$ cat src/rtl/draw_ladder_array_pkg.sv
// Shared types for the ladder sprite overlay: ladder geometry, default table, FSM states.
package ladder_pkg;

  localparam int MAX_LADDERS      = 8;
  localparam int DEF_LADDER_WIDTH = 32;

  typedef struct packed {
    logic [10:0] hstart;
    logic [10:0] vstart;
    logic [10:0] vstop;
  } ladder_t;

  typedef enum logic [1:0] {
    IDLE   = 2'd0,
    REVEAL = 2'd1,
    SHOWN  = 2'd2
  } ladder_state_e;

  // Concatenation order: entry 7 first, entry 0 last.
  localparam ladder_t [MAX_LADDERS-1:0] LADDER_TABLE = {
    ladder_t'{11'd800, 11'd400, 11'd450},
    ladder_t'{11'd700, 11'd10,  11'd60},
    ladder_t'{11'd600, 11'd300, 11'd380},
    ladder_t'{11'd500, 11'd50,  11'd120},
    ladder_t'{11'd400, 11'd150, 11'd250},
    ladder_t'{11'd300, 11'd100, 11'd180},
    ladder_t'{11'd110, 11'd240, 11'd340},
    ladder_t'{11'd100, 11'd200, 11'd300}
  };

endpackage

$ cat src/rtl/draw_ladder_array_if.sv
// VGA timing + colour bundle passed between draw stages.
interface vga_if;
  logic [10:0] hcount;
  logic [10:0] vcount;
  logic        hsync;
  logic        vsync;
  logic        hblnk;
  logic        vblnk;
  logic [11:0] rgb;

  modport out (output hcount, vcount, hsync, vsync, hblnk, vblnk, rgb);
  modport in  (input  hcount, vcount, hsync, vsync, hblnk, vblnk, rgb);
endinterface

$ cat src/rtl/delay.sv
// Generic register delay line, CLK_DEL stages, synchronous active-low clear.
module delay #(
  parameter int WIDTH   = 8,
  parameter int CLK_DEL = 1
) (
  input  logic             clk,
  input  logic             rst,
  input  logic [WIDTH-1:0] din,
  output logic [WIDTH-1:0] dout
);

  logic [CLK_DEL-1:0][WIDTH-1:0] pipe;

  always_ff @(posedge clk) begin
    if (!rst) begin
      pipe <= '0;
    end else begin
      pipe[0] <= din;
      for (int i = 1; i < CLK_DEL; i++) pipe[i] <= pipe[i-1];
    end
  end

  assign dout = pipe[CLK_DEL-1];

endmodule

$ cat src/rtl/draw_ladder_array_hit_sel.sv
// Per-channel window test against the current pixel; lowest-index hit wins the ROM address.
module ladder_hit_sel
  import ladder_pkg::*;
#(
  parameter int NUM_LADDERS  = 6,
  parameter int LADDER_WIDTH = DEF_LADDER_WIDTH
) (
  input  logic [10:0]                  hcount,
  input  logic [10:0]                  vcount,
  input  ladder_t [NUM_LADDERS-1:0]    ladders,
  input  logic [NUM_LADDERS-1:0]       en,
  input  logic                         reveal,
  input  logic [10:0]                  reveal_h,
  output logic                         hit,
  output logic [9:0]                   addr
);

  logic [NUM_LADDERS-1:0]       lane_hit;
  logic [NUM_LADDERS-1:0][9:0]  lane_addr;

  for (genvar k = 0; k < NUM_LADDERS; k++) begin : g_lane
    logic signed [12:0] grow_top;
    logic signed [12:0] base_top;
    logic signed [12:0] vis_top;
    logic        [11:0] hend;

    // 13-bit signed so vstop - reveal_h + 1 may go negative without wrapping.
    assign grow_top = $signed({2'b00, ladders[k].vstop}) - $signed({2'b00, reveal_h}) + 13'sd1;
    assign base_top = $signed({2'b00, ladders[k].vstart});
    assign vis_top  = (reveal && grow_top > base_top) ? grow_top : base_top;
    assign hend     = {1'b0, ladders[k].hstart} + 12'(LADDER_WIDTH);

    assign lane_hit[k] = en[k]
                      && hcount >= ladders[k].hstart && {1'b0, hcount} < hend
                      && $signed({2'b00, vcount}) >= vis_top
                      && vcount <= ladders[k].vstop;
    assign lane_addr[k] = {5'(vcount - ladders[k].vstart), 5'(hcount - ladders[k].hstart)};
  end

  // Scan high to low so the lowest matching index is the last write.
  always_comb begin
    hit  = 1'b0;
    addr = '0;
    for (int k = NUM_LADDERS-1; k >= 0; k--) begin
      if (lane_hit[k]) begin
        hit  = 1'b1;
        addr = lane_addr[k];
      end
    end
  end

endmodule

$ cat src/rtl/draw_ladder_array.sv
// Ladder sprite overlay: 3-clk pipeline (hit/addr, ROM read, colour mux) plus bottom-up reveal FSM.
module draw_ladder_array
  import ladder_pkg::*;
#(
  parameter int                         NUM_LADDERS  = 6,
  parameter int                         LADDER_WIDTH = ladder_pkg::DEF_LADDER_WIDTH,
  parameter ladder_t [NUM_LADDERS-1:0]  LADDERS      = ladder_pkg::LADDER_TABLE[NUM_LADDERS-1:0],
  parameter logic [NUM_LADDERS-1:0]     ANIM_MASK    = '0,
  parameter int                         REVEAL_STEP  = 8,
  parameter logic [11:0]                BLANK_RGB    = 12'h888
) (
  input  logic                   clk,
  input  logic                   rst,
  input  logic                   start_game,
  input  logic                   animation,
  input  logic                   reveal_en,
  input  logic [NUM_LADDERS-1:0] ladder_en,
  input  logic [11:0]            rgb_pixel,
  output logic [9:0]             pixel_addr,
  output logic                   reveal_done,
  vga_if.in                      in,
  vga_if.out                     out
);

  function automatic logic [11:0] max_height();
    logic [11:0] m;
    m = '0;
    for (int k = 0; k < NUM_LADDERS; k++)
      if ({1'b0, LADDERS[k].vstop} - {1'b0, LADDERS[k].vstart} + 12'd1 > m)
        m = {1'b0, LADDERS[k].vstop} - {1'b0, LADDERS[k].vstart} + 12'd1;
    return m;
  endfunction

  localparam logic [11:0] MAX_H = max_height();

  ladder_state_e state;
  logic [10:0]   reveal_h;
  logic [11:0]   reveal_sum;
  logic [10:0]   reveal_nxt;
  logic          tick;

  assign tick       = (in.hcount == '0) && (in.vcount == '0);
  assign reveal_sum = {1'b0, reveal_h} + 12'(REVEAL_STEP);
  assign reveal_nxt = (reveal_sum > 12'd1023) ? 11'd1023 : reveal_sum[10:0];

  // reveal_h only moves on the frame tick so a frame is drawn with one height.
  always_ff @(posedge clk) begin
    if (!rst || !start_game) begin
      state       <= IDLE;
      reveal_h    <= '0;
      reveal_done <= 1'b0;
    end else begin
      case (state)
        IDLE: begin
          reveal_h    <= '0;
          state       <= reveal_en ? REVEAL : SHOWN;
          reveal_done <= !reveal_en;
        end
        REVEAL: if (tick) begin
          reveal_h <= reveal_nxt;
          if ({1'b0, reveal_nxt} >= MAX_H) begin
            state       <= SHOWN;
            reveal_done <= 1'b1;
          end
        end
        SHOWN:   reveal_done <= 1'b1;
        default: state <= IDLE;
      endcase
    end
  end

  // Stage 1: priority hit and ROM address.
  logic [NUM_LADDERS-1:0] ch_en;
  logic                   sel_hit;
  logic [9:0]             sel_addr;
  logic [1:0]             hit_pipe;

  assign ch_en = (state == IDLE) ? '0 : (ladder_en & ~(animation ? ANIM_MASK : '0));

  ladder_hit_sel #(
    .NUM_LADDERS  (NUM_LADDERS),
    .LADDER_WIDTH (LADDER_WIDTH)
  ) u_hit_sel (
    .hcount   (in.hcount),
    .vcount   (in.vcount),
    .ladders  (LADDERS),
    .en       (ch_en),
    .reveal   (state == REVEAL),
    .reveal_h (reveal_h),
    .hit      (sel_hit),
    .addr     (sel_addr)
  );

  always_ff @(posedge clk) begin
    if (!rst) begin
      pixel_addr <= '0;
      hit_pipe   <= '0;
    end else begin
      if (sel_hit) pixel_addr <= sel_addr;
      hit_pipe <= {hit_pipe[0], sel_hit};
    end
  end

  // Timing and background colour ride two stages, the output register is the third.
  logic [37:0] tim_d;
  logic [10:0] h_d, v_d;
  logic        hs_d, vs_d, hb_d, vb_d;
  logic [11:0] rgb_d;

  delay #(.WIDTH(38), .CLK_DEL(2)) u_tim_delay (
    .clk  (clk),
    .rst  (rst),
    .din  ({in.hcount, in.vcount, in.hsync, in.vsync, in.hblnk, in.vblnk, in.rgb}),
    .dout (tim_d)
  );

  assign {h_d, v_d, hs_d, vs_d, hb_d, vb_d, rgb_d} = tim_d;

  always_ff @(posedge clk) begin
    if (!rst) begin
      out.hcount <= '0;
      out.vcount <= '0;
      out.hsync  <= 1'b0;
      out.vsync  <= 1'b0;
      out.hblnk  <= 1'b0;
      out.vblnk  <= 1'b0;
      out.rgb    <= '0;
    end else begin
      out.hcount <= h_d;
      out.vcount <= v_d;
      out.hsync  <= hs_d;
      out.vsync  <= vs_d;
      out.hblnk  <= hb_d;
      out.vblnk  <= vb_d;
      if (hb_d || vb_d)     out.rgb <= BLANK_RGB;
      else if (hit_pipe[1]) out.rgb <= rgb_pixel;
      else                  out.rgb <= rgb_d;
    end
  end

endmodule

$ cat src/flat_wrapper.sv
// flat-port wrapper written by rule: the top's interface ports become plain ports
module draw_ladder_array_flat import ladder_pkg::*;
#(
  parameter int                         NUM_LADDERS  = 6,
  parameter int                         LADDER_WIDTH = ladder_pkg::DEF_LADDER_WIDTH,
  parameter ladder_t [NUM_LADDERS-1:0]  LADDERS      = ladder_pkg::LADDER_TABLE[NUM_LADDERS-1:0],
  parameter logic [NUM_LADDERS-1:0]     ANIM_MASK    = '0,
  parameter int                         REVEAL_STEP  = 8,
  parameter logic [11:0]                BLANK_RGB    = 12'h888
)
  (clk, rst, start_game, animation, reveal_en, ladder_en, rgb_pixel, pixel_addr, reveal_done, in_hcount, in_vcount, in_hsync, in_vsync, in_hblnk, in_vblnk, in_rgb, out_hcount, out_vcount, out_hsync, out_vsync, out_hblnk, out_vblnk, out_rgb);
  vga_if in_i ();
  vga_if out_i ();
  input  logic clk;
  input  logic rst;
  input  logic start_game;
  input  logic animation;
  input  logic reveal_en;
  input  logic [NUM_LADDERS-1:0] ladder_en;
  input  logic [11:0] rgb_pixel;
  output logic [9:0] pixel_addr;
  output logic reveal_done;
  input wire logic [$bits(in_i.hcount)-1:0] in_hcount;
  input wire logic [$bits(in_i.vcount)-1:0] in_vcount;
  input wire logic [$bits(in_i.hsync)-1:0] in_hsync;
  input wire logic [$bits(in_i.vsync)-1:0] in_vsync;
  input wire logic [$bits(in_i.hblnk)-1:0] in_hblnk;
  input wire logic [$bits(in_i.vblnk)-1:0] in_vblnk;
  input wire logic [$bits(in_i.rgb)-1:0] in_rgb;
  output wire logic [$bits(out_i.hcount)-1:0] out_hcount;
  output wire logic [$bits(out_i.vcount)-1:0] out_vcount;
  output wire logic [$bits(out_i.hsync)-1:0] out_hsync;
  output wire logic [$bits(out_i.vsync)-1:0] out_vsync;
  output wire logic [$bits(out_i.hblnk)-1:0] out_hblnk;
  output wire logic [$bits(out_i.vblnk)-1:0] out_vblnk;
  output wire logic [$bits(out_i.rgb)-1:0] out_rgb;
  assign in_i.hcount = in_hcount;
  assign in_i.vcount = in_vcount;
  assign in_i.hsync = in_hsync;
  assign in_i.vsync = in_vsync;
  assign in_i.hblnk = in_hblnk;
  assign in_i.vblnk = in_vblnk;
  assign in_i.rgb = in_rgb;
  assign out_hcount = out_i.hcount;
  assign out_vcount = out_i.vcount;
  assign out_hsync = out_i.hsync;
  assign out_vsync = out_i.vsync;
  assign out_hblnk = out_i.hblnk;
  assign out_vblnk = out_i.vblnk;
  assign out_rgb = out_i.rgb;
  draw_ladder_array #(.NUM_LADDERS(NUM_LADDERS), .LADDER_WIDTH(LADDER_WIDTH), .LADDERS(LADDERS), .ANIM_MASK(ANIM_MASK), .REVEAL_STEP(REVEAL_STEP), .BLANK_RGB(BLANK_RGB)) u_core (.clk(clk), .rst(rst), .start_game(start_game), .animation(animation), .reveal_en(reveal_en), .ladder_en(ladder_en), .rgb_pixel(rgb_pixel), .pixel_addr(pixel_addr), .reveal_done(reveal_done), .in(in_i), .out(out_i));
endmodule
$ cat config.mk
export PLATFORM = sky130hd
export DESIGN_NAME = draw_ladder_array_flat
export DESIGN_NICKNAME = d
export VERILOG_FILES = /design/src/rtl/draw_ladder_array_pkg.sv /design/src/rtl/draw_ladder_array_if.sv /design/src/rtl/delay.sv /design/src/rtl/draw_ladder_array_hit_sel.sv /design/src/rtl/draw_ladder_array.sv /design/src/flat_wrapper.sv
export SDC_FILE = /design/constraint.sdc
export NUM_CORES = 1
export LEC_CHECK = 0
export CORE_ASPECT_RATIO = 0.75
export CORE_MARGIN = 3
export CORE_UTILIZATION = 30
export DETAILED_ROUTE_END_ITERATION = 12
export SLEW_MARGIN = 20
export SYNTH_ARGS = -nofsm -noshare
export SYNTH_HDL_FRONTEND = slang
export SYNTH_HIERARCHICAL = 1
export SYNTH_SLANG_ARGS = --single-unit
$ cat constraint.sdc
create_clock -name clk -period 14.5 [get_ports clk]
set_clock_uncertainty 0.1 [all_clocks]
set_input_delay 2.9 -clock clk [delete_from_list [all_inputs] [get_ports clk]]
set_output_delay 2.9 -clock clk [all_outputs]
set_load 0.03 [all_outputs]
==> metrics.cfg, run 1 <==
[routing]
detail-route-antenna-nets=0
drc_errors=0
via_count=17500
via_per_inst=4.588
dr.pass1.iters=5
routed_wirelength_um=52140
drtIter0Drc=921
wl_per_cell_um=13.67

[final_layout]
finalNonFillerCells=3814
drive_gt1_frac=0.03759
n_antenna_cell=0
stdcell_area_um2=23860
layout_commonest_cell=conb_1
multi_input_area_um2=17080
seq_area_um2=2803
final_cell_mix=conb_1 (437), ha_1 (406), inv_1 (268)
area_delta_synth_final_pct=20.88
final_nets=3425
num-fill-cells=6703

[grt]
antenna_found_initial=1
gr-total-overflow=0
grtUsageTotal=0.1486
grt_pass1_wl_um=82830
first_global_vias=15700
grt_max_degree=70

[critical_path]
crit_top_cell=a21oi_1
crit_path_start_kind=register
cp.required_ps=14760
slowest_delay_ps=860
crit_slowest_cell=o41ai_1
r2r_cells=31
path_class=reg -> reg
endpoint_kind=register
crit_arrival_ps=8750
crit_fanout=14

[pwr]
peakVddDrop_uv=74.35
p_int_mw=0.9033
combPwrFrac=0.395
p_sw_frac=0.3657
power.clock.fraction=0.323
power_density_nw_per_um2=59.68
leakage_nw=11.21
p_seq_frac=0.282
p_sw_mw=0.5209
totalPowerFinal_mw=1.424

[synthesis]
async_flop_share=0
synth.avg_cell_area_um2=8.117
ys_ff_latch=140
syn-cell-area_um2=19740
seq_area_frac_synth=0.1420
ys_types=96
synth_ff_type=dfxtp_1
synth_cells=2432
ys.warnings.count=6
synth_edf_count=0

[clock_tree]
cts_tree=yes
clock_latency_ps=430
cts_max_level=4
cts_hold_buf=0
clockBufferDepth=2
cts_resized=0
clk_pin_slew_ps=80
clock_sinks=140
cts_setup_buffers=0
cts_root_buf=clkbuf_16
cts_made_buffers=17

[die]
pin_count=110
rows=80
dieWidth_um=302.2
start_util=0.3067
die_area_um2=68950
core_area_um2=64360
die_h_um=228.2

[sta]
relSlewSlack=0.2798
setup_viol=0
period_needed_ps=8494
rsz0062_at_grt=false
setup_tns_ps=0
setup_slack_ps=6006
tightest_slew_ps=1066
drv_slew=0
max_freq_mhz=117.7
hold_viol_final=0
period_share=0.5858

[status]
outcome=completed

[place]
post-place-cells=3782
io_buffers=108
place_area_um2=23230
gp_congestion=0.8853
pre_cts_slack_ps=6002
hpwl_um=41170

[job]
max_cap_viol_count=0

[min_path]
min_path_type=reg -> reg
hold_depth=1

==> cells by family (layout without fill, tap and decap cells) <==
group	count (synthesis)	after routing	synth area share
other	2	437	0.0003804
and+or+nand+nor	709	709	0.1960
xor gates and xnor gates	146	146	0.06516
buffers and inverters	350	436	0.07733
muxes	100	100	0.05153
DFF	140	140	0.1420
AOI/OAI and AO/OA	561	561	0.1921
adders and majority gates	424	424	0.2756
==> path summary, 6_finish.rpt <==
path / slack [ps] / startpoint / endpoint
setup reg to reg: 6010 / u_core/reveal_h[0] / u_core/pixel_addr[5]
hold reg to reg: 330 / u_core/u_tim_delay/dout[34] / u_core/out.hcount[7]
hold / removal: 330 / u_core/u_tim_delay/dout[34] / u_core/out.hcount[7]
setup / recovery: 6010 / u_core/reveal_h[0] / u_core/pixel_addr[5]
==> power groups by stage <==
| stage | clock network [mW] | logic (mW) | registers, mW |
|---|---|---|---|
| final | 0.460 | 0.563 | 0.401 |
| after global routing | 0.490 | 0.644 | 0.403 |
| after CTS | 0.471 | 0.550 | 0.401 |
| after detailed placement | 0 | 0.547 | 0.410 |
| after global placement | 0 | 0.543 | 0.410 |
| after floorplan | 0 | 0.406 | 0.417 |
==> flip-flops by register name (all words and copies together), names as in the netlist <==
signal and flops:
u_core/pixel_addr 10, u_core/out.rgb 12, u_core/state 2, u_core/u_tim_delay/pipe 38, u_core/hit_pipe 2, u_core/u_tim_delay/dout 38
u_core/out.hsync 1, u_core/reveal_h 11, u_core/reveal_done 1, u_core/out.vsync 1, u_core/out.vblnk 1, u_core/out.vcount 11
u_core/out.hcount 11, u_core/out.hblnk 1
==> synth_stat cells, types with 7 or more instances <==
master | n | area, um^2
o21a_1 | 46 | 345.3
a21o_1 | 51 | 382.9
xnor2_1 | 92 | 805.8
clkbuf_1 | 25 | 93.84
and2_1 | 115 | 719.4
ha_1 | 406 | 5080
xor2_1 | 53 | 464.2
nor2b_1 | 58 | 362.9
o2111ai_1 | 15 | 131.4
nand3_1 | 74 | 370.4
a221o_1 | 7 | 70.07
o211ai_1 | 24 | 180.2
nor4_1 | 12 | 75.07
a21oi_1 | 137 | 685.7
nand2b_1 | 35 | 219.0
mux2_2 | 9 | 101.4
buf_4 | 38 | 285.3
fa_1 | 18 | 360.4
o21bai_1 | 11 | 82.58
inv_1 | 268 | 1006
buf_2 | 8 | 40.04
or3_1 | 9 | 56.30
a211oi_1 | 31 | 232.7
nand2_1 | 91 | 341.6
nor3_1 | 58 | 290.3
mux2i_1 | 90 | 900.9
nor2_1 | 129 | 484.2
or2_2 | 9 | 56.30
and3_1 | 16 | 100.1
dfxtp_1 | 140 | 2803
buf_6 | 8 | 90.09
o21ai_0 | 107 | 535.5
o31a_1 | 7 | 61.31
a31oi_1 | 12 | 75.07
a21boi_0 | 7 | 52.55
a2111oi_0 | 17 | 148.9
nand4_1 | 52 | 325.3
==> final cells by class <==
| class | count | area share |
|---|---|---|
| inverters | 269 | 0.04231 |
| clock buffers | 17 | 0.01783 |
| well taps | 861 | 0.04514 |
| clock inverters | 15 | 0.007970 |
| flip-flops and latches | 140 | 0.1174 |
| multi-input cells | 2377 | 0.7157 |
| repair buffers | 135 | 0.05359 |
==> metal layers <==
metal,track usage,routed length [um]
met5,0,0
met4,0.02724,677
met3,0.01930,2333
met2,0.2236,21380
met1,0.2249,27750
==> stage by stage <==
stage	utilization	hold WS, ps
2_1_floorplan	-	311.9
3_3_place_gp	0.3609	312.9
3_5_place_dp	0.3609	316.9
4_1_cts	0.3705	328.5
5_1_grt	0.3708	337.5
6_report	0.3708	325.7
==> critical path: cells and delay by family, from the launching register on <==
kind,cells,cell delay [ps]
muxes,2,580
buffers and inverters,2,310
and+or+nand+nor,8,1760
adders and majority gates,4,1180
AOI/OAI and AO/OA,13,3610
DFF,1,470
xor gates and xnor gates,2,400
No activity file was read; power rests on OpenSTA's default activity.
==> inputs of run 2 (changes only) <==
==> constraint.sdc (replaced) <==
create_clock -name clk -period 7.2 [get_ports clk]
set_clock_uncertainty 0.1 [all_clocks]
set_input_delay 1.44 -clock clk [delete_from_list [all_inputs] [get_ports clk]]
set_output_delay 1.44 -clock clk [all_outputs]
set_load 0.03 [all_outputs]
==> run 2 against run 1 <==
Via count increased by 2.6%. Highest routed layer is now met5. Critical endpoint is now u_core/pixel_addr[7]. Largest cell class unchanged. Utilization increased by 2.2 points. Critical path depth increased by 3. Cell count increased by 3.1%. Clock power increased by 91%. Maximum frequency increased by 21%. Largest power group unchanged. Worst setup slack got worse by 5800 ps.
==> metrics.cfg, run 2 (same netlist as run 1, synthesis figures left out) <==
[grt]
first_global_vias=15960
antenna_found_initial=1
grt_max_degree=71
gr-total-overflow=0
grtUsageTotal=0.1502
grt_pass1_wl_um=83990

[routing]
via_per_inst=4.565
via_count=17950
routed_wirelength_um=53550
dr.pass1.iters=5
detail-route-antenna-nets=0
drc_errors=0
drtIter0Drc=993
wl_per_cell_um=13.62

[place]
place_area_um2=24020
gp_congestion=0.8688
hpwl_um=42940
io_buffers=108

[die]
start_util=0.3067
pin_count=110
die_area_um2=68950
dieWidth_um=302.2
rows=80
die_h_um=228.2
core_area_um2=64360

[pwr]
peakVddDrop_uv=206.9
totalPowerFinal_mw=2.908
leakage_nw=11.87
power_density_nw_per_um2=115.1
p_seq_frac=0.278
combPwrFrac=0.420
p_int_mw=1.847
p_sw_frac=0.3647
p_sw_mw=1.061
power.clock.fraction=0.302

[clock_tree]
clock_sinks=140
cts_made_buffers=17
cts_hold_buf=0
clock_latency_ps=430
clockBufferDepth=2
clk_pin_slew_ps=80
cts_root_buf=clkbuf_16
cts_max_level=4
cts_tree=yes

[final_layout]
final_nets=3542
drive_gt1_frac=0.1000
final_cell_mix=conb_1 (437), ha_1 (400), inv_1 (263)
area_delta_synth_final_pct=27.94
stdcell_area_um2=25260
layout_commonest_cell=conb_1
num-fill-cells=6610

[job]
max_cap_viol_count=0

[critical_path]
crit_slowest_cell=o221ai_1
cp.required_ps=7470
crit_fanout=8
crit_arrival_ps=7270
slowest_delay_ps=460
crit_path_start_kind=register
endpoint_kind=register
path_class=reg -> reg

[sta]
setup_viol=0
hold_viol_final=0
max_freq_mhz=142.7
tightest_slew_ps=871.8
rsz0062_at_grt=true
period_share=0.9730
drv_slew=0
relSlewSlack=0.4170
period_needed_ps=7006

[status]
outcome=completed

[min_path]
min_path_type=reg -> reg

run 2: cell count changes in the layout (fill, tap and decap cells not counted), sizes merged:
cell	change
inv	-5
buf	+116
clkbuf	+2
clkinv	+1
bufinv	-1
clkinvlp	+4
diode	+1
run 2: cell type report:
class	instances	area [um^2]	share of cell area
multi-input cells	2377	17510	0.6935
flip-flops and latches	140	2809	0.1112
repair buffers	252	2242	0.08878
well taps	861	1077	0.04266
inverters	269	1021	0.04043
clock buffers	18	439.2	0.01739
clock inverters	14	150.1	0.005945
diodes	1	2.502	0.00009908
run 2: repair_timing:
item | CTS | global route
pin swaps | 5 | 42
buffers inserted | 1 | 15
resized for setup | 20 | 95
setup endpoints to repair | 10 | 11
cloned | 0 | 1
run 2: per-layer routing:
metal,wire (um),global-route usage,up-vias,share of wire
met5,20,0,-,0.00037
met1,28890,0.2312,8065,0.54
met4,646,0.02800,2,0.012
li1,-,-,9549,-
met3,1869,0.01559,31,0.035
met2,22130,0.2240,301,0.41
run 2: critical path: cells and delay by family, from the launching register on:
kind,cells,cell delay (ps)
AOI/OAI and AO/OA,15,3150
adders and majority gates,4,1060
xor gates and xnor gates,2,310
DFF,1,380
buffers and inverters,4,450
muxes,2,480
and+or+nand+nor,7,1010
run 2: through the flow:
step | utilization | instances | setup slack [ps] | setup TNS (ps) | hold WS, ps
after CTS | 0.3837 | 3915 | 6.338 | 0 | 317.0
after global placement | 0.3731 | 3882 | -202.2 | -311.7 | 312.7
after global routing | 0.3924 | 3931 | -131.6 | -684.4 | 339.5
after floorplan | - | 2867 | 110.6 | 0 | 311.9
after detailed placement | 0.3732 | 3882 | -215.5 | -525.8 | 316.9
final | 0.3924 | 3932 | 194.0 | 0 | 322.0
run 2: power by group through the flow:
stage / Clock (mW) / Combinational [mW] / Sequential (mW)
floorplan: 0 / 0.817 / 0.839
global placement: 0 / 1.14 / 0.826
detailed placement: 0 / 1.15 / 0.827
CTS: 0.903 / 1.16 / 0.809
global route: 0.931 / 1.39 / 0.811
finish: 0.877 / 1.22 / 0.809
run 2: path summary, 6_finish.rpt:
| kind | startpoint | end | slack (ps) | cells past startpoint |
|---|---|---|---|---|
| max reg2reg | u_core/reveal_h[0] | u_core/pixel_addr[7] | 190 | 34 |
| max | u_core/reveal_h[0] | u_core/pixel_addr[7] | 190 | 34 |
| min reg2reg | u_core/u_tim_delay/pipe[19] | u_core/u_tim_delay/dout[19] | 320 | 1 |
| min | u_core/u_tim_delay/pipe[19] | u_core/u_tim_delay/dout[19] | 320 | 1 |
==> inputs of run 3 (changes only) <==
--- a/config.mk
+++ b/config.mk
@@ -9,6 +9,7 @@
 export CORE_MARGIN = 3
 export CORE_UTILIZATION = 30
 export DETAILED_ROUTE_END_ITERATION = 12
+export MAX_ROUTING_LAYER = met4
 export SLEW_MARGIN = 20
 export SYNTH_ARGS = -nofsm -noshare
 export SYNTH_HDL_FRONTEND = slang
==> run 3 against run 2 <==
Register-to-register slack about the same. Critical path depth unchanged. Sequential power about the same.
==> metrics.cfg, run 3 (same netlist as run 1, synthesis figures left out) <==
[die]
die_h_um=228.2
start_util=0.3067
dieWidth_um=302.2
rows=80
pin_count=110
die_area_um2=68950
core_area_um2=64360

[routing]
wl_per_cell_um=13.63
drtIter0Drc=1006
detail-route-antenna-nets=0
via_per_inst=4.569
drc_errors=0
dr.pass1.iters=7
via_count=17960
routed_wirelength_um=53610

[pwr]
power_density_nw_per_um2=115.2
peakVddDrop_uv=207.6
leakage_nw=11.87
totalPowerFinal_mw=2.910

[sta]
tightest_slew_ps=888.6
setup_viol=0
period_needed_ps=7019
period_share=0.9749
whs_ps=322.7
relSlewSlack=0.4057
drv_slew=0
rsz0062_at_grt=true
hold_viol_final=0
max_freq_mhz=142.5

[critical_path]
cp.required_ps=7470
slowest_delay_ps=460
crit_fanout=8
critPathTopFamily=compound AO/OA/AOI/OAI gates
crit_arrival_ps=7290
worst-r2r-setup-slack_ps=180
reg2reg_from=u_core/reveal_h[0]
crit_buf_inv=4
crit_path_start=u_core/reveal_h[0]
crit_slowest_cell=o221ai_1
endpoint_kind=register
crit_path_start_kind=register
path_class=reg -> reg

[job]
max_cap_viol_count=0

[grt]
grt_pass1_wl_um=84000
grt_max_degree=71
gr-total-overflow=0
antenna_found_initial=1
first_global_vias=15950
grtUsageTotal=0.1546

[clock_tree]
clock_latency_ps=430
clockBufferDepth=2
cts_made_buffers=17
cts_root_buf=clkbuf_16
clk_pin_slew_ps=70
clock_sinks=140
cts_tree=yes
cts_hold_buf=0
cts_max_level=4

[place]
io_buffers=108
hpwl_um=42940
gp_congestion=0.8829
place_area_um2=24020

[final_layout]
area_delta_synth_final_pct=27.94
final_nets=3542
layout_commonest_cell=conb_1
drive_gt1_frac=0.1000
num-fill-cells=6610
stdcell_area_um2=25260
final_cell_mix=conb_1 (437), ha_1 (400), inv_1 (263)

[status]
outcome=completed

[min_path]
hold_start=u_core/u_tim_delay/pipe[0]
min_path_type=reg -> reg

[run 3: cell counts in the layout (fill, tap and decap cells not counted)]
Identical to the previous run, type by type.
[run 3: metal layers]
layer / wire length, um / part of all wire / vias up / global-route usage
li1: - / - / 9557 / -
met1: 28790 / 0.54 / 8086 / 0.2313
met4: 639 / 0.012 / 0 / 0.02754
met2: 22100 / 0.41 / 292 / 0.2239
met5: 0 / 0 / - / -
met3: 2078 / 0.039 / 29 / 0.01587
[run 3: worst register-to-register path, delay by kind of cell, from the launching register on]
kind,cells,cell delay [ps]
and+or+nand+nor,7,1020
AOI/OAI and AO/OA,15,3160
buffers and inverters,4,460
adders and majority gates,4,1060
DFF,1,380
muxes,2,480
xor gates and xnor gates,2,310
[run 3: power by group]
group	internal, mW	switching [mW]
clock network	0.498	0.380
registers	0.802	0.00670
logic	0.547	0.676
[run 3: area by class of cell]
| type | count | area [um^2] | area share |
|---|---|---|---|
| multi-input cells | 2377 | 17510 | 0.6935 |
| clock buffers | 18 | 439.2 | 0.01739 |
| clock inverters | 14 | 150.1 | 0.005945 |
| repair buffers | 252 | 2242 | 0.08878 |
| inverters | 269 | 1021 | 0.04043 |
| flip-flops and latches | 140 | 2809 | 0.1112 |
| well taps | 861 | 1077 | 0.04266 |
| diodes | 1 | 2.502 | 0.00009908 |
[run 3: timing repair]
| item | CTS | global route |
|---|---|---|
| gates resized for setup | 20 | 95 |
| pin swaps | 5 | 42 |
| setup buffers | 1 | 15 |
| endpoints found under the setup margin | 10 | 11 |
| gates cloned | 0 | 1 |
[run 3: path summary, 6_finish.rpt]
check,to,depth (start not counted)
setup / recovery,u_core/pixel_addr[7],34
hold / removal,u_core/u_tim_delay/dout[0],1
setup reg to reg,u_core/pixel_addr[7],34
hold reg to reg,u_core/u_tim_delay/dout[0],1
[run 3: stage by stage]
| step | std cells | setup TNS [ps] | utilization | setup WS [ps] |
|---|---|---|---|---|
| 3_3_place_gp | 3882 | -311.7 | 0.3731 | -202.2 |
| 4_1_cts | 3915 | 0 | 0.3837 | 6.338 |
| 5_1_grt | 3932 | -684.8 | 0.3924 | -131.7 |
| 3_5_place_dp | 3882 | -525.8 | 0.3732 | -215.5 |
| 2_1_floorplan | 2867 | 0 | - | 110.6 |
| 6_report | 3932 | 0 | 0.3924 | 181.0 |
